`src/rtl/uart_rx_loader.sv`:
```
// uart_rx_loader: UART receiver that writes each good 8N1 byte into the image
// RAM at an incrementing address and flags rx_finish once NUM_BYTES bytes have
// been stored. Optional even-parity framing (8E1) is enabled by defining
// UART_RX_EVEN_PARITY_EN; without it the frame is 8N1 and parity_err is 0.
module uart_rx_loader #(
    parameter int CLKS_PER_BIT = 868,
    parameter int ADDR_W       = 18,
    parameter int NUM_BYTES    = 65536
) (
    input  logic              clk,
    input  logic              rst,
    input  logic              rx,
    output logic              wr_en,
    output logic [ADDR_W-1:0] wr_addr,
    output logic [7:0]        wr_data,
    output logic              rx_finish,
    output logic              frame_err,
    output logic              parity_err
);

    localparam int TICK_W = (CLKS_PER_BIT > 1) ? $clog2(CLKS_PER_BIT) : 1;
    localparam logic [TICK_W-1:0] TICK_LAST = TICK_W'(CLKS_PER_BIT - 1);
    localparam logic [TICK_W-1:0] TICK_HALF = TICK_W'((CLKS_PER_BIT - 1) / 2);
    localparam logic [TICK_W-1:0] TICK_ONE  = TICK_W'(1);
    localparam logic [ADDR_W:0]   COUNT_END = (ADDR_W + 1)'(NUM_BYTES);
    localparam logic [ADDR_W:0]   COUNT_ONE = (ADDR_W + 1)'(1);

    typedef enum logic [2:0] {
        S_IDLE, S_START, S_DATA, S_PARITY, S_STOP, S_WAIT_HIGH, S_WRITE, S_DONE
    } state_e;

    state_e            state_q;
    logic              rx_meta_q;
    logic              rxs_q;
    logic [TICK_W-1:0] tick_q;
    logic [2:0]        bit_q;
    logic [7:0]        shift_q;
    logic [ADDR_W:0]   count_q;
    logic [ADDR_W:0]   count_inc;
    logic              wr_en_q;
    logic [ADDR_W-1:0] wr_addr_q;
    logic [7:0]        wr_data_q;
    logic              rx_finish_q;
    logic              frame_err_q;

    assign count_inc = count_q + COUNT_ONE;

    // Two-flop synchroniser for the asynchronous rx pin; idles high out of reset.
    always_ff @(posedge clk or negedge rst) begin
        if (!rst) begin
            rx_meta_q <= 1'b1;
            rxs_q     <= 1'b1;
        end else begin
            rx_meta_q <= rx;
            rxs_q     <= rx_meta_q;
        end
    end

`ifdef UART_RX_EVEN_PARITY_EN
    logic parity_err_q;
    logic par_bad_q;
`endif

    // Receive FSM: start/data/stop sampling, RAM write strobe and sticky flags.
    always_ff @(posedge clk or negedge rst) begin
        if (!rst) begin
            state_q     <= S_IDLE;
            tick_q      <= '0;
            bit_q       <= '0;
            shift_q     <= '0;
            count_q     <= '0;
            wr_en_q     <= 1'b0;
            wr_addr_q   <= '0;
            wr_data_q   <= '0;
            rx_finish_q <= 1'b0;
            frame_err_q <= 1'b0;
`ifdef UART_RX_EVEN_PARITY_EN
            parity_err_q <= 1'b0;
            par_bad_q    <= 1'b0;
`endif
        end else begin
            case (state_q)
                S_IDLE: begin
                    if (!rxs_q) begin
                        state_q <= S_START;
                        tick_q  <= '0;
                    end
                end
                S_START: begin
                    // Re-check the line half a bit in so short glitches are ignored.
                    if (tick_q == TICK_HALF) begin
                        tick_q  <= '0;
                        bit_q   <= '0;
                        state_q <= rxs_q ? S_IDLE : S_DATA;
                    end else begin
                        tick_q <= tick_q + TICK_ONE;
                    end
                end
                S_DATA: begin
                    if (tick_q == TICK_LAST) begin
                        tick_q  <= '0;
                        shift_q <= {rxs_q, shift_q[7:1]};
                        if (bit_q == 3'd7) begin
`ifdef UART_RX_EVEN_PARITY_EN
                            state_q <= S_PARITY;
`else
                            state_q <= S_STOP;
`endif
                        end else begin
                            bit_q <= bit_q + 3'd1;
                        end
                    end else begin
                        tick_q <= tick_q + TICK_ONE;
                    end
                end
`ifdef UART_RX_EVEN_PARITY_EN
                S_PARITY: begin
                    if (tick_q == TICK_LAST) begin
                        tick_q  <= '0;
                        state_q <= S_STOP;
                        if (rxs_q != ^shift_q) begin
                            parity_err_q <= 1'b1;
                            par_bad_q    <= 1'b1;
                        end else begin
                            par_bad_q <= 1'b0;
                        end
                    end else begin
                        tick_q <= tick_q + TICK_ONE;
                    end
                end
`endif
                S_STOP: begin
                    if (tick_q == TICK_LAST) begin
                        tick_q <= '0;
                        if (!rxs_q) begin
                            frame_err_q <= 1'b1;
                            state_q     <= S_WAIT_HIGH;
`ifdef UART_RX_EVEN_PARITY_EN
                        end else if (par_bad_q) begin
                            state_q <= S_IDLE;
`endif
                        end else begin
                            wr_en_q   <= 1'b1;
                            wr_data_q <= shift_q;
                            wr_addr_q <= count_q[ADDR_W-1:0];
                            state_q   <= S_WRITE;
                        end
                    end else begin
                        tick_q <= tick_q + TICK_ONE;
                    end
                end
                S_WAIT_HIGH: begin
                    // A held-low line (break) must return high before a new start bit counts.
                    if (rxs_q) begin
                        state_q <= S_IDLE;
                    end
                end
                S_WRITE: begin
                    wr_en_q <= 1'b0;
                    count_q <= count_inc;
                    if (count_inc == COUNT_END) begin
                        rx_finish_q <= 1'b1;
                        state_q     <= S_DONE;
                    end else if (!rxs_q) begin
                        // Start bit may already be present when the stop bit is one bit long.
                        state_q <= S_START;
                        tick_q  <= '0;
                    end else begin
                        state_q <= S_IDLE;
                    end
                end
                S_DONE: begin
                    state_q <= S_DONE;
                end
                default: begin
                    state_q <= S_IDLE;
                end
            endcase
        end
    end

    assign wr_en     = wr_en_q;
    assign wr_addr   = wr_addr_q;
    assign wr_data   = wr_data_q;
    assign rx_finish = rx_finish_q;
    assign frame_err = frame_err_q;
`ifdef UART_RX_EVEN_PARITY_EN
    assign parity_err = parity_err_q;
`else
    assign parity_err = 1'b0;
`endif

endmodule
```
`config.mk`:
```
export PLATFORM = sky130hd
export DESIGN_NAME = uart_rx_loader
export DESIGN_NICKNAME = d
export VERILOG_FILES = /design/src/rtl/uart_rx_loader.sv
export SDC_FILE = /design/constraint.sdc
export NUM_CORES = 1
export LEC_CHECK = 0
export ABC_AREA = 1
export ABC_CLOCK_PERIOD_IN_PS = 2100
export CORE_ASPECT_RATIO = 1.1
export CORE_UTILIZATION = 35
export DETAILED_ROUTE_END_ITERATION = 8
export GPL_TIMING_DRIVEN = 0
export PLACE_DENSITY_LB_ADDON = 0.2
export SLEW_MARGIN = 25
export SYNTH_ARGS = -nofsm -noshare
export SYNTH_HDL_FRONTEND = slang
export SYNTH_SLANG_ARGS = --single-unit
```
`constraint.sdc`:
```
create_clock -name clk -period 2.1 [get_ports clk]
set_clock_uncertainty 0.05 [all_clocks]
set_input_delay 0.42 -clock clk [delete_from_list [all_inputs] [get_ports clk]]
set_output_delay 0.42 -clock clk [all_outputs]
set_load 0.02 [all_outputs]
```
==> results.txt <==
----------------------------------------------------
[Status]
  Outcome ... finished, final reports clean

[Synth]
  Post-synthesis async set-or-reset flop share ... 1.00
  Synthesis-stage register bit count ... 74
  Number of different library cells in the post-synthesis netlist ... 37
  Post-synthesis sequential area ratio ... 0.503
  Synth Flop Type ... sky130_fd_sc_hd__dfrtp_1
  Yosys top cell area share ... 0.488
  Netlist Area Pre-Place ... 3690 um^2
  Leading area contributor after synthesis ... sky130_fd_sc_hd__dfrtp_1
  Mean post-synth cell area ... ~8 um^2
  Synth Instances ... approximately 460
  Yosys warning count ... 0
  EDFF count, synth ... 0
  Top cells by area in the synthesized netlist ... sky130_fd_sc_hd__dfrtp_1 (49%), sky130_fd_sc_hd__nand2_1 (15%), sky130_fd_sc_hd__o21ai_0 (6.5%)
  Syn nets ... between 400 and 500

[Worst setup path]
  Kind of end point of the critical path ... flop
  Max incr delay on CP ... about 0.42 ns
  Worst Setup Path Type ... reg2reg
  Most used cell along the critical path ... sky130_fd_sc_hd__nand2_1
  Cell-by-cell trace of the critical path ... ha_4 > nand2_4 > nor2_4 > buf_6 > nand3_1 > nand2_1 > nand2_1 > nor2_1 > nand2_1 > nor2_2 > nand2_4 > nand3_4 > nand2_1 > nand2_1
  Data arrival time of the worst path ... approximately 2.3 ns
  RR Startpoint ... count_q[1]
  Crit path required time ... 2.35 ns
  Worst Setup Start Kind ... flop
  Crit-path max FO ... 6
  CP Launch Point ... count_q[1]
  Top cell family by delay on the critical path ... simple AND/OR/NAND/NOR gates
  CP max stage cell ... sky130_fd_sc_hd__dfrtp_2
  Number of buffer and inverter stages on the critical path ... 1

[GRT]
  Maximum number of pins on one net before global-route repair ... 48
  Leftover overflow at the end of global routing ... 0
  Initial antenna violation count ... 0
  Via count of the first global-routing pass ... about 2900
  First-pass GRT wire length ... between 10 and 15 mm
  Total Routing Usage GR ... 0.163

[Clocking]
  CTS H-Tree Depth ... 3
  Clk sink count ... 74
  Clock network latency to the later pin of the worst-skew pair ... 0.37 ns
  Clk pin slew, worst setup/hold paths ... 0.08 ns
  CTS Root Cell ... sky130_fd_sc_hd__clkbuf_8
  CTS tree ... done
  Number of buffers on the longest clock path ... 2
  Number of buffers created by CTS ... 9

[Power]
  Power per unit of standard cell area ... 582 nW/um^2
  Cell internal power dissipation ... slightly above 2 mW
  Leakage Power ... approximately 2.0 nW
  Sw Share ... 0.244
  Clock power frac ... 0.446
  Worst IR drop on VDD ... about 0.33 mV
  Net load switching power ... 647 uW
  Sequential group share of total power ... 0.538
  Power share of the combinational group ... 0.016

[Placement]
  Instance count after placement with tap cells included ... around 630
  Routability cong. ... approximately 0.92
  HPWL after detailed placement ... about 5.8 mm
  IO Port Bufs ... 31
  Setup WS pre-CTS ... -0.0249 ns
  Placed Instance Area ... 4200 um^2

[Cells and area]
  ANT cells ... 0
  Layout Nets ... 522
  Final instance count without filler cells ... roughly 660
  Area grow syn2layout ... 23.8%
  Post-route standard cell area excluding fillers ... 4570 um^2
  Fill cell count ... about 1000
  Layout Utilization ... 0.455
  Share of layout cells above drive strength 1 ... 0.143

[Routing]
  Wire length per cell ... 12.4 um
  Final routed wirelength across all metal layers ... 8.20 mm
  Drt first-iter violations ... around 120
  Total vias in the final route ... just over 3000
  Number of routed nets with antenna violations ... 0
  DRC violation count after routing ... 0
  First-pass iteration count of the detailed router ... 4
  Average via count per standard cell ... around 4.7

[Die]
  Std-Cell Core Area ... 10000 um^2
  # rows ... 38
  Starting density of the core ... 0.368
  Die Span Y ... 110 um
  I/O Pins ... 33
  Die area ... approximately 11000 um^2
  Width of the die ... around 100 um

[STA]
  Number of setup violations in the final report ... 0
  Total Negative Setup Slacks ... 0 ns
  Final critical path time including I/O delays and setup ... about 2 ns
  Max-slew violation count ... 0
  Number of hold violations in the final report ... 0
  Worst-case setup margin in the final layout ... slightly above 0.1 ns
  Least-Margin Pin Slew ... ~0.53 ns
  Worst slew margin relative to its limit ... 0.647
  Highest clock rate ... 501 MHz
  Share of the clock period used by the worst path ... 0.951

[Min path]
  Classification of the worst-slack hold path ... reg2reg
  Startpoint of the worst hold path ... rx_meta_q

[Run]
  Max-Cap Viols ... 0

----------------------------------------------------
## cell families after synthesis
group | count (synthesis) | synth area share
flops | 74 | 0.503
xor+xnor | 4 | 0.0115
buf+inv | 63 | 0.0682
mux | 2 | 0.00611
other cells | 1 | 0.00102
fa+ha+maj | 5 | 0.0170
compound gates | 73 | 0.108
simple gates | 240 | 0.286
## sequential cells by signal (all words and copies together) (netlist names)
| name | count |
|---|---|
| count_q | 19 |
| wr_addr | 18 |
| tick_q | 10 |
| shift_q | 8 |
| wr_data | 8 |
| bit_q | 3 |
| state_q | 3 |
| frame_err | 1 |
| rx_finish | 1 |
| rx_meta_q | 1 |
| rxs_q | 1 |
| wr_en | 1 |
## cells in the mapped netlist (2+ instances only)
| cell | n |
|---|---|
| sky130_fd_sc_hd__nand2_2 | 4 |
| sky130_fd_sc_hd__xor2_1 | 2 |
| sky130_fd_sc_hd__dfstp_2 | 2 |
| sky130_fd_sc_hd__nand4_1 | 9 |
| sky130_fd_sc_hd__a21oi_1 | 6 |
| sky130_fd_sc_hd__o21ai_0 | 48 |
| sky130_fd_sc_hd__nor2_1 | 40 |
| sky130_fd_sc_hd__o21bai_1 | 2 |
| sky130_fd_sc_hd__clkbuf_1 | 8 |
| sky130_fd_sc_hd__nor2_4 | 5 |
| sky130_fd_sc_hd__inv_1 | 49 |
| sky130_fd_sc_hd__o211ai_1 | 3 |
| sky130_fd_sc_hd__nand2_1 | 150 |
| sky130_fd_sc_hd__nor3_1 | 5 |
| sky130_fd_sc_hd__inv_2 | 2 |
| sky130_fd_sc_hd__o21ai_1 | 11 |
| sky130_fd_sc_hd__dfrtp_1 | 72 |
| sky130_fd_sc_hd__buf_4 | 2 |
| sky130_fd_sc_hd__ha_1 | 5 |
| sky130_fd_sc_hd__or2_2 | 3 |
| sky130_fd_sc_hd__nand3_1 | 18 |
## stage by stage
step	power [mW]	hold slack (ns)
after floorplan	1.46	0.0744
after global placement	1.50	0.297
after detailed placement	1.50	0.303
after CTS	2.69	0.316
after global routing	2.77	0.318
final	2.66	0.312
## power groups by stage
| stage | registers, mW | logic, mW | clock network, mW |
|---|---|---|---|
| 2_1_floorplan | 1.46 | 0.00511 | 0 |
| 3_3_place_gp | 1.46 | 0.0386 | 0 |
| 3_5_place_dp | 1.46 | 0.0450 | 0 |
| 4_1_cts | 1.43 | 0.0463 | 1.22 |
| 5_1_grt | 1.43 | 0.0516 | 1.29 |
| 6_report | 1.43 | 0.0434 | 1.19 |
## what timing repair did
item | CTS | global route
endpoints found under the setup margin | 13 | 46
cloned | 0 | 1
hold buffers | 1 | 0
gates resized for setup | 4 | 29
setup buffers | 1 | 6
endpoints found under the hold margin | 27 | 0
pin swaps | 1 | 12
## routing by layer
layer  global-route usage  routed length (um)
met1                0.212                4000
met2                0.254                3720
met3               0.0362                 302
met4               0.0861                 176
met5                    0                   0
## layout make-up
cell class,count,area [um^2],area share
sequential,74,1860,0.407
buffer,11,62.6,0.0137
inverter,52,195,0.0427
clock inverter,7,83.8,0.0184
multi-input combinational,326,1660,0.364
timing repair buffer,40,405,0.0887
clock buffer,9,124,0.0271
tap,140,175,0.0383
## placed cells by master, fill, tap and decap left out, types with 3 or more instances in the layout
master	instances
sky130_fd_sc_hd__nor2_4	6
sky130_fd_sc_hd__buf_6	3
sky130_fd_sc_hd__o21ai_0	48
sky130_fd_sc_hd__nand2_2	7
sky130_fd_sc_hd__clkbuf_2	4
sky130_fd_sc_hd__a21oi_1	5
sky130_fd_sc_hd__nor3_1	5
sky130_fd_sc_hd__clkbuf_1	3
sky130_fd_sc_hd__inv_1	49
sky130_fd_sc_hd__o21ai_1	11
sky130_fd_sc_hd__inv_6	3
sky130_fd_sc_hd__buf_4	8
sky130_fd_sc_hd__clkdlybuf4s50_1	30
sky130_fd_sc_hd__o211ai_1	3
sky130_fd_sc_hd__dfrtp_2	3
sky130_fd_sc_hd__dfrtp_1	69
sky130_fd_sc_hd__ha_1	4
sky130_fd_sc_hd__nand3_1	16
sky130_fd_sc_hd__nor2_1	36
sky130_fd_sc_hd__nand2_1	145
sky130_fd_sc_hd__clkbuf_8	9
sky130_fd_sc_hd__nor2_2	3
sky130_fd_sc_hd__or2_2	3
sky130_fd_sc_hd__nand4_1	9
## worst paths after layout
path,cells after the start,slack [ns],end
max in group asynchronous,3,0.93,rx_meta_q
max,14,0.10,tick_q[4]
min,0,0.31,rxs_q
max reg2reg,14,0.10,tick_q[4]
min reg2reg,0,0.31,rxs_q
min in group asynchronous,2,0.46,wr_data[4]
Note: power is estimated with default switching activity, not from simulation.
